`src/rtl/mem_port_arbiter.sv`:
```
// Memory port arbiter: one bus port with a one-entry pending register
// and one engine port with burst lock, sharing a single memory port.
module mem_port_arbiter #(
  parameter  int unsigned DATA_WIDTH = 16,
  parameter  int unsigned BUS_WIDTH  = 64,
  parameter  int unsigned ADDR_WIDTH = 16,
  localparam int unsigned MAX_DIM    = BUS_WIDTH / DATA_WIDTH,
  parameter  int unsigned MAX_LOCK   = 16
) (
  input  logic                  clk_i,
  input  logic                  rst_ni,
  input  logic                  bus_read_i,
  input  logic                  bus_write_i,
  input  logic [ADDR_WIDTH-1:0] bus_addr_i,
  input  logic [BUS_WIDTH-1:0]  bus_wdata_i,
  input  logic [MAX_DIM-1:0]    bus_strb_i,
  output logic [BUS_WIDTH-1:0]  bus_rdata_o,
  output logic                  bus_rvalid_o,
  input  logic                  eng_req_i,
  input  logic                  eng_we_i,
  input  logic [ADDR_WIDTH-1:0] eng_addr_i,
  input  logic [BUS_WIDTH-1:0]  eng_wdata_i,
  input  logic [MAX_DIM-1:0]    eng_strb_i,
  input  logic                  eng_lock_i,
  output logic                  eng_gnt_o,
  output logic [BUS_WIDTH-1:0]  eng_rdata_o,
  output logic                  eng_rvalid_o,
  output logic                  mem_en_o,
  output logic                  mem_we_o,
  output logic [ADDR_WIDTH-1:0] mem_addr_o,
  output logic [BUS_WIDTH-1:0]  mem_wdata_o,
  output logic [MAX_DIM-1:0]    mem_strb_o,
  input  logic [BUS_WIDTH-1:0]  mem_rdata_i,
  output logic                  mem_busy_o,
  output logic                  ovf_o
);

  localparam int unsigned LOCK_CNT_W = 5;

  typedef enum logic [1:0] {
    TAG_NONE = 2'd0,
    TAG_BUS  = 2'd1,
    TAG_ENG  = 2'd2
  } rd_tag_e;

  logic                  pend_valid_q;
  logic                  pend_we_q;
  logic [ADDR_WIDTH-1:0] pend_addr_q;
  logic [BUS_WIDTH-1:0]  pend_wdata_q;
  logic [MAX_DIM-1:0]    pend_strb_q;

  logic                  last_eng_q;
  logic                  eng_gnt_q;
  logic [LOCK_CNT_W-1:0] lock_cnt_q;
  logic                  ovf_q;
  rd_tag_e               rd_tag_q;
  logic [BUS_WIDTH-1:0]  bus_rdata_q;

  logic bus_req;
  logic locked;
  logic force_bus;
  logic bus_gnt;
  logic eng_gnt;

  assign bus_req   = bus_read_i | bus_write_i;
  assign locked    = eng_gnt_q & eng_lock_i;
  assign force_bus = locked & pend_valid_q & (lock_cnt_q >= LOCK_CNT_W'(MAX_LOCK));

  // Grant selection: single requester wins outright; contention uses lock, then round-robin
  always_comb begin
    bus_gnt = 1'b0;
    eng_gnt = 1'b0;
    if (pend_valid_q && eng_req_i) begin
      if (locked && !force_bus) begin
        eng_gnt = 1'b1;
      end else if (locked || last_eng_q) begin
        bus_gnt = 1'b1;
      end else begin
        eng_gnt = 1'b1;
      end
    end else if (pend_valid_q) begin
      bus_gnt = 1'b1;
    end else if (eng_req_i) begin
      eng_gnt = 1'b1;
    end
  end

  // Memory port mux; all fields zero when nothing is granted
  always_comb begin
    mem_en_o    = 1'b0;
    mem_we_o    = 1'b0;
    mem_addr_o  = '0;
    mem_wdata_o = '0;
    mem_strb_o  = '0;
    if (bus_gnt) begin
      mem_en_o    = 1'b1;
      mem_we_o    = pend_we_q;
      mem_addr_o  = pend_addr_q;
      mem_wdata_o = pend_wdata_q;
      mem_strb_o  = pend_strb_q;
    end else if (eng_gnt) begin
      mem_en_o    = 1'b1;
      mem_we_o    = eng_we_i;
      mem_addr_o  = eng_addr_i;
      mem_wdata_o = eng_wdata_i;
      mem_strb_o  = eng_strb_i;
    end
  end

  // Pending bus entry: capture when empty or issuing this cycle, else the pulse is dropped
  always_ff @(posedge clk_i or negedge rst_ni) begin
    if (!rst_ni) begin
      pend_valid_q <= 1'b0;
      pend_we_q    <= 1'b0;
      pend_addr_q  <= '0;
      pend_wdata_q <= '0;
      pend_strb_q  <= '0;
    end else if (bus_req && (!pend_valid_q || bus_gnt)) begin
      pend_valid_q <= 1'b1;
      pend_we_q    <= bus_write_i;
      pend_addr_q  <= bus_addr_i;
      pend_wdata_q <= bus_wdata_i;
      pend_strb_q  <= bus_strb_i;
    end else if (bus_gnt) begin
      pend_valid_q <= 1'b0;
    end
  end

  // Arbitration history: last winner, engine-granted flag, lock counter, overflow flag
  always_ff @(posedge clk_i or negedge rst_ni) begin
    if (!rst_ni) begin
      last_eng_q <= 1'b1;
      eng_gnt_q  <= 1'b0;
      lock_cnt_q <= '0;
      ovf_q      <= 1'b0;
    end else begin
      eng_gnt_q <= eng_gnt;
      if (bus_gnt) begin
        last_eng_q <= 1'b0;
      end else if (eng_gnt) begin
        last_eng_q <= 1'b1;
      end
      if (!pend_valid_q || !locked || force_bus) begin
        lock_cnt_q <= '0;
      end else if (eng_gnt) begin
        lock_cnt_q <= lock_cnt_q + LOCK_CNT_W'(1);
      end
      if (bus_req && pend_valid_q && !bus_gnt) begin
        ovf_q <= 1'b1;
      end
    end
  end

  // Read owner tag for the next-cycle rvalid, and held copy of the last bus read data
  always_ff @(posedge clk_i or negedge rst_ni) begin
    if (!rst_ni) begin
      rd_tag_q    <= TAG_NONE;
      bus_rdata_q <= '0;
    end else begin
      if (bus_gnt && !pend_we_q) begin
        rd_tag_q <= TAG_BUS;
      end else if (eng_gnt && !eng_we_i) begin
        rd_tag_q <= TAG_ENG;
      end else begin
        rd_tag_q <= TAG_NONE;
      end
      if (rd_tag_q == TAG_BUS) begin
        bus_rdata_q <= mem_rdata_i;
      end
    end
  end

  assign bus_rvalid_o = (rd_tag_q == TAG_BUS);
  assign bus_rdata_o  = (rd_tag_q == TAG_BUS) ? mem_rdata_i : bus_rdata_q;
  assign eng_rvalid_o = (rd_tag_q == TAG_ENG);
  assign eng_rdata_o  = mem_rdata_i;
  assign eng_gnt_o    = eng_gnt;
  assign mem_busy_o   = pend_valid_q | (eng_lock_i & eng_req_i);
  assign ovf_o        = ovf_q;

endmodule

```
`config.mk`:
```
export PLATFORM = sky130hd
export DESIGN_NAME = mem_port_arbiter
export DESIGN_NICKNAME = d
export VERILOG_FILES = /design/src/rtl/mem_port_arbiter.sv
export SDC_FILE = /design/constraint.sdc
export NUM_CORES = 1
export LEC_CHECK = 0
export ABC_AREA = 1
export BUFFER_PORTS_ARGS = -buffer_cell sky130_fd_sc_hd__buf_2
export CAP_MARGIN = 40
export CORE_AREA = 2 2 176 178
export DETAILED_ROUTE_END_ITERATION = 8
export DIE_AREA = 0 0 178 180
export GPL_ROUTABILITY_DRIVEN = 0
export MAX_ROUTING_LAYER = met4
export PLACE_DENSITY_LB_ADDON = 0.2
export REMOVE_ABC_BUFFERS = 1
export SETUP_SLACK_MARGIN = 0.15
export SYNTH_ARGS = -nofsm -noshare
export SYNTH_HDL_FRONTEND = slang
export SYNTH_SLANG_ARGS = --single-unit
```
`constraint.sdc`:
```
create_clock -name clk_i -period 1.6 [get_ports clk_i]
set_input_delay 0.24 -clock clk_i [delete_from_list [all_inputs] [get_ports clk_i]]
set_output_delay 0.24 -clock clk_i [all_outputs]
set_load 0.005 [all_outputs]
```
==> results.py, run 1 <==
metrics = {
    "final_layout": {
        "post-route-cell-area_um2": 14000,
        "drive_gt1_frac": 0.544,
        "final_core_utilization": 0.462,
        "area_growth_pct": 75.7,
        "nFillCells": 3052,
        "final-seq-area_um2": 4010,
        "stdcell_count": 1939,
        "layout_common_cells": "414 x buf_2, 392 x nand2_1, 157 x dfrtp_1",
        "final_common_cell": "buf_2",
        "fin_nets": 1757,
        "multi_input_area_um2": 4320,
    },
    "global_route": {
        "grt_pass1_vias": 8274,
        "grt-ovfl-total": 0,
        "antenna_found_initial": 13,
        "grtUsageTotal": 0.198,
        "grt_max_degree": 52,
        "grt_pass1_wl_um": 47100,
    },
    "sta": {
        "tightestPinTransition_ns": 0.648,
        "finalHoldViolations": 0,
        "whs_ns": 0.0210,
        "period_needed_ns": 2.12,
        "max_freq_ghz": 0.472,
        "fin_ws_ns": -0.518,
        "rsz0062_at_grt": "yes",
        "report.final.setup_viol": 232,
        "relSlewSlack": 0.568,
        "drv_slew": 0,
        "fin_crit_sh": 1.32,
        "clock_skew_ns": 0.0171,
    },
    "cts": {
        "clockBufferDepth": 2,
        "cts_buffers": 17,
        "cts_tree": "yes",
        "clk_pin_slew_ns": 0.08,
        "cts_sinks": 160,
        "clk_latency_ns": 0.43,
        "htree_levels": 4,
        "clk_root_buffer_cell": "clkbuf_16",
    },
    "critical_path": {
        "cp-startpoint": "pend_valid_q$_DFFE_PN0P_",
        "cp.required_ns": 1.36,
        "reg2reg_from": "pend_valid_q$_DFFE_PN0P_",
        "r2r-end": "pend_wdata_q[58]$_DFFE_PN0P_",
        "worst_setup_path_end_kind": "output pin",
        "r2r_cells": 9,
        "cp.arrival_ns": 1.88,
        "start_kind": "flip-flop",
        "worst-setup-path-type": "reg -> out",
        "cp_max_fo": 9,
        "reg2reg_setup_slack_ns": -0.07,
    },
    "power_and_ir_drop": {
        "power.density_nw_per_um2": 1180,
        "peakVddDrop_uv": 673,
        "leakage_uw": 0.00786,
    },
    "floorplanning": {
        "core_region_area_um2": 30200,
        "rows": 64,
        "dieWidth_um": 178,
        "chipHeight_um": 180,
        "die-area_um2": 32000,
        "ioPinCount": 458,
        "initial_core_util": 0.263,
    },
    "drt": {
        "final_antenna_net_count": 0,
        "drc_errors": 0,
        "dr.first_iter.drc_count": 430,
        "dr.pass1.iters": 5,
        "wire_per_inst_um": 19.7,
        "viasPerCell": 4.55,
        "vias": 8831,
        "totalWireLength_um": 38100,
    },
    "yosys": {
        "ys_seq_area_frac": 0.504,
        "synthMuxAreaShare": 0,
        "yosys_warnings": 0,
        "synth-adder-area-share": 0.00157,
        "synth_compound_area_frac": 0.00346,
        "syn_area_um2": 7950,
        "synth_top_family_by_area": "simple AND/OR/NAND/NOR gates",
        "syn_avg_cell_area_um2": 7.55,
        "yosysUniqueCellTypes": 20,
        "synthCells": 1053,
        "synthSimpleGateAreaFrac": 0.381,
        "ys_ff_latch": 160,
        "synth_xor_area_frac": 0,
    },
    "worst_hold_path": {
        "min_to": "pend_wdata_q[60]$_DFFE_PN0P_",
        "hold_depth": 3,
        "min_from": "bus_wdata_i[60]",
        "hold_path_class": "in -> reg",
    },
    "place": {
        "port-buffer-count": 457,
        "place_area_um2": 10400,
        "hpwl_um": 23000,
        "dp_cells": 1816,
    },
    "run": {
        "maxCapViolCount": 0,
    },
    "outcome": {
        "violations": "negative setup slack",
        "status": "complete, but fails checks",
    },
}
## synthesized netlist by cell type
| cell type | count | area share |
|---|---|---|
| nand3_2 | 2 | 0.0025 |
| o21bai_1 | 1 | 0.00095 |
| dfrtp_1 | 159 | 0.50 |
| clkinv_1 | 1 | 0.00047 |
| a21oi_1 | 1 | 0.00063 |
| buf_2 | 16 | 0.010 |
| buf_6 | 5 | 0.0071 |
| nor3_1 | 2 | 0.0013 |
| nand4_1 | 4 | 0.0031 |
| inv_1 | 13 | 0.0061 |
| clkbuf_1 | 36 | 0.017 |
| nor2_1 | 5 | 0.0024 |
| buf_4 | 71 | 0.067 |
| nand2_2 | 1 | 0.00079 |
| buf_1 | 5 | 0.0024 |
| nand3_1 | 175 | 0.11 |
| ha_1 | 1 | 0.0016 |
| o21ai_0 | 3 | 0.0019 |
| dfstp_2 | 1 | 0.0033 |
| nand2_1 | 551 | 0.26 |
## state kept, by name, indices dropped and copies added, names as in the netlist
| signal | flops |
|---|---|
| pend_wdata_q | 64 |
| eng_gnt_q | 1 |
| bus_rdata_q | 64 |
| lock_cnt_q | 5 |
| pend_strb_q | 4 |
| pend_valid_q | 1 |
| pend_we_q | 1 |
| last_eng_q | 1 |
| ovf_o | 1 |
| pend_addr_q | 16 |
| rd_tag_q | 2 |
## layer usage
layer	global-route usage	routed length (um)
met1	0.229	15000
met4	0.0446	788
met3	0.0580	2950
met2	0.337	19300
met5	-	0
## worst max path at each step
stage / end / slack, ns / cells past startpoint
2_1_floorplan: mem_addr_o[0] / -3.32 / 5
3_3_place_gp: mem_wdata_o[57] / -0.17 / 5
3_5_place_dp: mem_wdata_o[57] / -0.13 / 5
4_1_cts: mem_wdata_o[40] / -0.56 / 7
5_1_grt: mem_wdata_o[7] / -0.61 / 7
6_report: mem_addr_o[8] / -0.52 / 7
## final cells by class
| type | instances | share of cell area |
|---|---|---|
| inverters | 14 | 0.00502 |
| multi-input cells | 747 | 0.310 |
| well taps | 396 | 0.0355 |
| flip-flops and latches | 160 | 0.287 |
| clock inverters | 15 | 0.0151 |
| clock buffers | 17 | 0.0305 |
| repair inverters | 1 | 0.000627 |
| diodes | 13 | 0.00233 |
| repair buffers | 576 | 0.314 |
## where the power goes
group	internal (uW)	switching, uW
logic	3280	3240
registers	4950	469
clock network	2430	2130
total	10700	5840
## cells by family after synthesis
logic type,after synthesis
AO/OA/AOI/OAI,5
AND/OR/NAND/NOR,740
buffers and inverters,147
flip-flops,160
adder cells (fa/ha/maj),1
## critical path, cell delays in order, from the launching register on
cell       delay (ns)
dfrtp_4          0.50
nand4_1          0.15
nand3_4          0.16
buf_8            0.19
clkbuf_16        0.17
nand3_1          0.07
nand2_1          0.06
buf_4            0.14
## metrics by stage
step,setup WS (ns),setup TNS [ns],total power (uW)
after floorplan,-3.32,-690.80,7100
after global placement,-0.173,-1.54,9360
after detailed placement,-0.125,-3.25,9390
after CTS,-0.564,-57.72,14100
after global routing,-0.609,-78.00,17400
final,-0.518,-59.90,16500
## repair_timing
action | CTS | global route
pin swaps | 2 | 109
endpoints found under the setup margin | 239 | 246
cloned | 1 | 45
hold buffers | 2 | 0
gates resized for setup | 14 | 387
setup buffers | 3 | 27
endpoints found under the hold margin | 28 | 0
Note: power is estimated with default switching activity, not from simulation.
==> run 2: changes to the inputs <==
- CTS_BUF_LIST: unset -> sky130_fd_sc_hd__clkbuf_4 sky130_fd_sc_hd__clkbuf_8
==> run 2 against run 1 <==
The run still ends with negative setup slack left. Sequential power shrank 0.9%. Fmax is 2.6% lower. Worst hold slack gained 0.010 ns. First-iteration DRC count is 5.1% higher. Design area shrank 1.9%. Global-route usage increased by 0.60 points. Critical path depth rose by 7. Clock skew up 0.0097 ns. Flip-flop and latch count unchanged. Critical endpoint is now pend_addr_q[6]$_DFFE_PN0P_.
==> results.py, run 2 (synthesized netlist as in run 1, its figures left out) <==
metrics = {
    "outcome": {
        "status": "complete, but fails checks",
        "violations": "negative setup slack",
    },
    "place": {
        "dp_slack_ns": -0.125,
        "dp_cells": 1816,
        "hpwl_um": 23000,
        "port-buffer-count": 457,
    },
    "cts": {
        "cts_buffers": 17,
        "cts_sinks": 160,
        "cts_tree": "yes",
        "clk_root_buffer_cell": "clkbuf_8",
        "clockBufferDepth": 2,
        "htree_levels": 4,
        "clk_pin_slew_ns": 0.10,
        "clk_latency_ns": 0.48,
    },
    "floorplanning": {
        "core_region_area_um2": 30200,
        "dieWidth_um": 178,
        "die-area_um2": 32000,
        "initial_core_util": 0.263,
        "rows": 64,
        "ioPinCount": 458,
        "chipHeight_um": 180,
    },
    "global_route": {
        "grt_pass1_vias": 8925,
        "grtUsageTotal": 0.204,
        "grt_max_degree": 52,
        "grt-ovfl-total": 0,
        "antenna_found_initial": 6,
        "grt_pass1_wl_um": 49200,
    },
    "power_and_ir_drop": {
        "leakage_uw": 0.00768,
        "power.total_uw": 14100,
        "power.density_nw_per_um2": 1030,
        "peakVddDrop_uv": 543,
    },
    "sta": {
        "fin_crit_sh": 1.36,
        "clock_skew_ns": 0.0269,
        "max_freq_ghz": 0.460,
        "whs_ns": 0.0311,
        "drv_slew": 0,
        "report.final.setup_viol": 241,
        "rsz0062_at_grt": "yes",
        "finalHoldViolations": 0,
        "period_needed_ns": 2.18,
        "tightestPinTransition_ns": 0.560,
        "fin_ws_ns": -0.575,
        "relSlewSlack": 0.626,
        "tns_ns": -104.02,
    },
    "critical_path": {
        "worst-setup-path-type": "reg -> reg",
        "critical_path_buf_inv_count": 9,
        "cpLargestDelayFamily": "buffers and inverters",
        "r2r-end": "pend_addr_q[6]$_DFFE_PN0P_",
        "worst_setup_path_end_kind": "flip-flop",
        "cp.required_ns": 1.94,
        "reg2reg_setup_slack_ns": -0.58,
        "crit_chain": "nand4_1 > buf_4 > buf_6 > buf_6 > buf_6 > buf_6 > buf_6 > buf_6 > nand3_4 > buf_12 > nand2_8 > clkbuf_16 > nand2_2 > nand2_1",
        "critical-path-max-stage-delay_ns": 0.43,
        "cp.arrival_ns": 2.51,
        "start_kind": "flip-flop",
        "reg2reg_from": "pend_valid_q$_DFFE_PN0P_",
        "cpMaxStageDelayCell": "dfrtp_4",
        "r2r_cells": 14,
        "cp_max_fo": 6,
        "crit_top_cell": "buf_6",
    },
    "run": {
        "maxCapViolCount": 0,
    },
    "final_layout": {
        "layout_common_cells": "460 x nand2_1, 453 x buf_2, 158 x dfrtp_1",
        "final_common_cell": "nand2_1",
        "area_growth_pct": 72.3,
        "drive_gt1_frac": 0.435,
        "nFillCells": 3081,
        "largestRegisters": "bus_rdata_q (64), pend_wdata_q (64), pend_addr_q (16)",
        "stdcell_count": 2033,
        "fin_nets": 1858,
    },
    "worst_hold_path": {
        "hold_depth": 3,
        "min_from": "bus_wdata_i[57]",
        "min_to": "pend_wdata_q[57]$_DFFE_PN0P_",
        "hold_path_class": "in -> reg",
    },
    "drt": {
        "final_antenna_net_count": 0,
        "totalWireLength_um": 36900,
        "wire_per_inst_um": 18.1,
        "vias": 9091,
        "dr.first_iter.drc_count": 452,
        "viasPerCell": 4.47,
        "drc_errors": 0,
        "dr.pass1.iters": 5,
    },
}
[run 2: cell types whose count changed in the layout (fill, tap and decap cells not counted), sizes merged]
cell and delta:
inv -2, buf -18, clkinv +1, clkbuf -8
diode -7, dlygate4sd3 +127, nand2 +1
[run 2: worst min-delay path, stage by stage]
cell     delay, ns
buf_2         0.09
nand3_2       0.06
nand2_1       0.06
[run 2: power by group]
group          internal, uW  total [uW]  switching [uW]
Sequential             4940        5370             426
Clock                  1510        3500            1990
Combinational          2510        5220            2720
Total                  8960       14100            5130
[run 2: layout make-up]
| type | count | area (um2) | share of cell area |
|---|---|---|---|
| Clock inverter | 15 | 211 | 0.0154 |
| Sequential cell | 160 | 4010 | 0.293 |
| Antenna cell | 6 | 15.0 | 0.00110 |
| Timing Repair Buffer | 677 | 5020 | 0.367 |
| Inverter | 14 | 66.3 | 0.00484 |
| Tap cell | 396 | 495 | 0.0362 |
| Multi-Input combinational cell | 748 | 3640 | 0.266 |
| Clock buffer | 17 | 234 | 0.0171 |
[run 2: how the worst max path moves through the flow]
| stage | cells past startpoint | slack (ns) | to | startpoint |
|---|---|---|---|---|
| floorplan | 5 | -3.32 | mem_addr_o[0] | pend_valid_q$_DFFE_PN0P_ |
| global placement | 5 | -0.17 | mem_wdata_o[57] | pend_valid_q$_DFFE_PN0P_ |
| detailed placement | 5 | -0.13 | mem_wdata_o[57] | pend_valid_q$_DFFE_PN0P_ |
| CTS | 7 | -0.62 | mem_wdata_o[40] | pend_valid_q$_DFFE_PN0P_ |
| global route | 8 | -0.66 | mem_wdata_o[56] | pend_valid_q$_DFFE_PN0P_ |
| finish | 14 | -0.58 | pend_addr_q[6]$_DFFE_PN0P_ | pend_valid_q$_DFFE_PN0P_ |
[run 2: metal layers]
metal,GRT usage,part of all wire,up-vias
li1,-,-,4392
met1,0.241,0.41,4337
met2,0.345,0.50,338
met3,0.0514,0.070,24
met4,0.0495,0.013,0
met5,-,0,-
[run 2: stage by stage]
stage                util  instance area (um2)
floorplan               -                 7120
CTS                 0.410                12400
finish              0.453                13700
global placement    0.346                10400
global route        0.453                13700
detailed placement  0.346                10400
[run 2: repair_timing]
item,in CTS,in global routing
hold endpoints to repair,156,0
buffers inserted,8,7
gates cloned,1,34
gates resized for setup,21,163
pin swaps,3,18
setup endpoints to repair,240,247
hold buffers,129,0
==> run 3: changes to the inputs <==
==> constraint.sdc (replaced) <==
create_clock -name clk_i -period 1.6 [get_ports clk_i]
set_input_delay 0.08 -clock clk_i [delete_from_list [all_inputs] [get_ports clk_i]]
set_output_delay 0.08 -clock clk_i [all_outputs]
set_load 0.005 [all_outputs]
==> run 3 against run 2 <==
The run still ends with negative setup slack left. Combinational power is 38% higher. Cell count increased by 2.4%. Clock-buffer cell count is 2 higher. Fmax is 8.3% higher. Worst hold slack improved by 0.063 ns. Critical endpoint is now mem_wdata_o[19].
==> results.py, run 3 (synthesized netlist as in run 1, its figures left out) <==
metrics = {
    "outcome": {
        "status": "complete, but fails checks",
        "violations": "negative setup slack",
    },
    "cts": {
        "clk_pin_slew_ns": 0.11,
        "cts_buffers": 17,
        "clockBufferDepth": 2,
        "clk_latency_ns": 0.47,
        "cts_tree": "yes",
        "clk_root_buffer_cell": "clkbuf_8",
        "cts_sinks": 160,
        "htree_levels": 4,
    },
    "global_route": {
        "grt_pass1_vias": 9376,
        "grt-ovfl-total": 0,
        "grtUsageTotal": 0.221,
        "grt_max_degree": 55,
        "grt_pass1_wl_um": 52300,
        "antenna_found_initial": 5,
    },
    "final_layout": {
        "fin_nets": 1908,
        "largestRegisters": "bus_rdata_q (64), pend_wdata_q (64), pend_addr_q (16)",
        "stdcell_count": 2082,
        "area_growth_pct": 93.1,
        "layout_common_cells": "417 x buf_2, 319 x nand2_1, 164 x nand3_1",
        "final_common_cell": "buf_2",
        "drive_gt1_frac": 0.513,
    },
    "power_and_ir_drop": {
        "power.total_uw": 16000,
        "leakage_uw": 0.00841,
        "internal_power_uw": 10100,
        "power_frac_comb": 0.451,
        "p_sw_frac": 0.368,
        "power.density_nw_per_um2": 1040,
        "peakVddDrop_uv": 658,
        "p_switching_uw": 5900,
        "seqPwrFrac": 0.347,
        "pwr-share-clk": 0.202,
    },
    "critical_path": {
        "cp.required_ns": 1.52,
        "crit_chain": "nand4_1 > nand3_4 > nand2_8 > buf_12 > clkbuf_16 > nand2_2 > nand2_1 > buf_2",
        "start_kind": "flip-flop",
        "cp_max_fo": 6,
        "critical-path-max-stage-delay_ns": 0.49,
        "worst-setup-path-type": "reg -> out",
        "worst_setup_path_end_kind": "output pin",
        "cp.arrival_ns": 1.93,
        "r2r_cells": 12,
        "cpMaxStageDelayCell": "dfrtp_4",
    },
    "floorplanning": {
        "dieWidth_um": 178,
        "ioPinCount": 458,
        "initial_core_util": 0.263,
        "die-area_um2": 32000,
        "chipHeight_um": 180,
        "core_region_area_um2": 30200,
        "rows": 64,
    },
    "sta": {
        "finalHoldViolations": 0,
        "tightestPinTransition_ns": 0.633,
        "relSlewSlack": 0.578,
        "rsz0062_at_grt": "yes",
        "drv_slew": 0,
        "max_freq_ghz": 0.498,
        "fin_crit_sh": 1.26,
        "report.final.setup_viol": 241,
        "period_needed_ns": 2.01,
        "fin_ws_ns": -0.409,
        "clock_skew_ns": 0.0202,
    },
    "place": {
        "port-buffer-count": 457,
        "hpwl_um": 22600,
        "dp_slack_ns": -0.00859,
        "dp_cells": 1802,
    },
    "drt": {
        "viasPerCell": 4.57,
        "drc_errors": 0,
        "dr.pass1.iters": 5,
        "dr.first_iter.drc_count": 388,
        "vias": 9521,
        "final_antenna_net_count": 0,
        "totalWireLength_um": 40000,
        "wire_per_inst_um": 19.2,
    },
    "run": {
        "maxCapViolCount": 0,
    },
    "worst_hold_path": {
        "hold_path_class": "in -> async",
    },
}
-- run 3: power groups by stage --
stage          logic [uW]  clock network (uW)  registers (uW)
2_1_floorplan        1810                   0            5290
3_3_place_gp         3970                   0            5330
3_5_place_dp         3990                   0            5360
4_1_cts              5480                3330            5330
5_1_grt              7750                3510            5660
6_report             7220                3230            5560
-- run 3: path summary, 6_finish.rpt --
path                                          startpoint                      endpoint  slack (ns)
worst min register to register     pend_we_q$_DFFE_PN0P_         rd_tag_q[0]$_DFF_PN0_        0.47
worst min-delay path                              rst_ni     bus_rdata_q[36]$_DFF_PN0_        0.09
worst max register to register  pend_valid_q$_DFFE_PN0P_  pend_wdata_q[26]$_DFFE_PN0P_       -0.40
min in group clk_i                            eng_lock_i     lock_cnt_q[4]$_DFFE_PN0P_        0.11
max in group asynchronous                         rst_ni        last_eng_q$_DFFE_PN1P_        0.85
worst max-delay path            pend_valid_q$_DFFE_PN0P_               mem_wdata_o[19]       -0.41
-- run 3: what timing repair did --
item	CTS	global route
pin swaps	28	55
endpoints found under the hold margin	310	0
buffers inserted	38	19
resized for setup	145	324
hold buffers	151	0
setup endpoints to repair	238	245
gates cloned	14	21
-- run 3: cell type report --
type / instances / area (um2)
Antenna cell: 5 / 12.5
Clock buffer: 19 / 255
Clock inverter: 13 / 144
Fill cell: 2842 / 14800
Inverter: 14 / 61.3
Multi-Input combinational cell: 746 / 4390
Sequential cell: 160 / 4010
Tap cell: 396 / 495
Timing Repair Buffer: 729 / 5970
-- run 3: metal layers --
metal	GRT usage	routed length (um)	up-vias
met5	-	0	-
met3	0.0503	2630	39
li1	-	-	4498
met1	0.252	15300	4628
met4	0.0541	716	0
met2	0.389	21300	356
-- run 3: critical path: cells and delay by family (launching register included) --
family	cells	cell delay, ns
AND/OR/NAND/NOR	5	0.56
flip-flops	1	0.49
buffers and inverters	3	0.42
-- run 3: through the flow --
stage          utilization  instance area, um2  hold WS, ns  setup TNS [ns]
5_1_grt              0.508               15300       0.0969          -96.99
3_5_place_dp         0.342               10300       0.0327        -0.00859
3_3_place_gp         0.342               10300       0.0324               0
4_1_cts              0.446               13500       0.0371          -71.15
2_1_floorplan            -                7120       -0.216         -666.32
6_report             0.508               15300       0.0945          -72.24
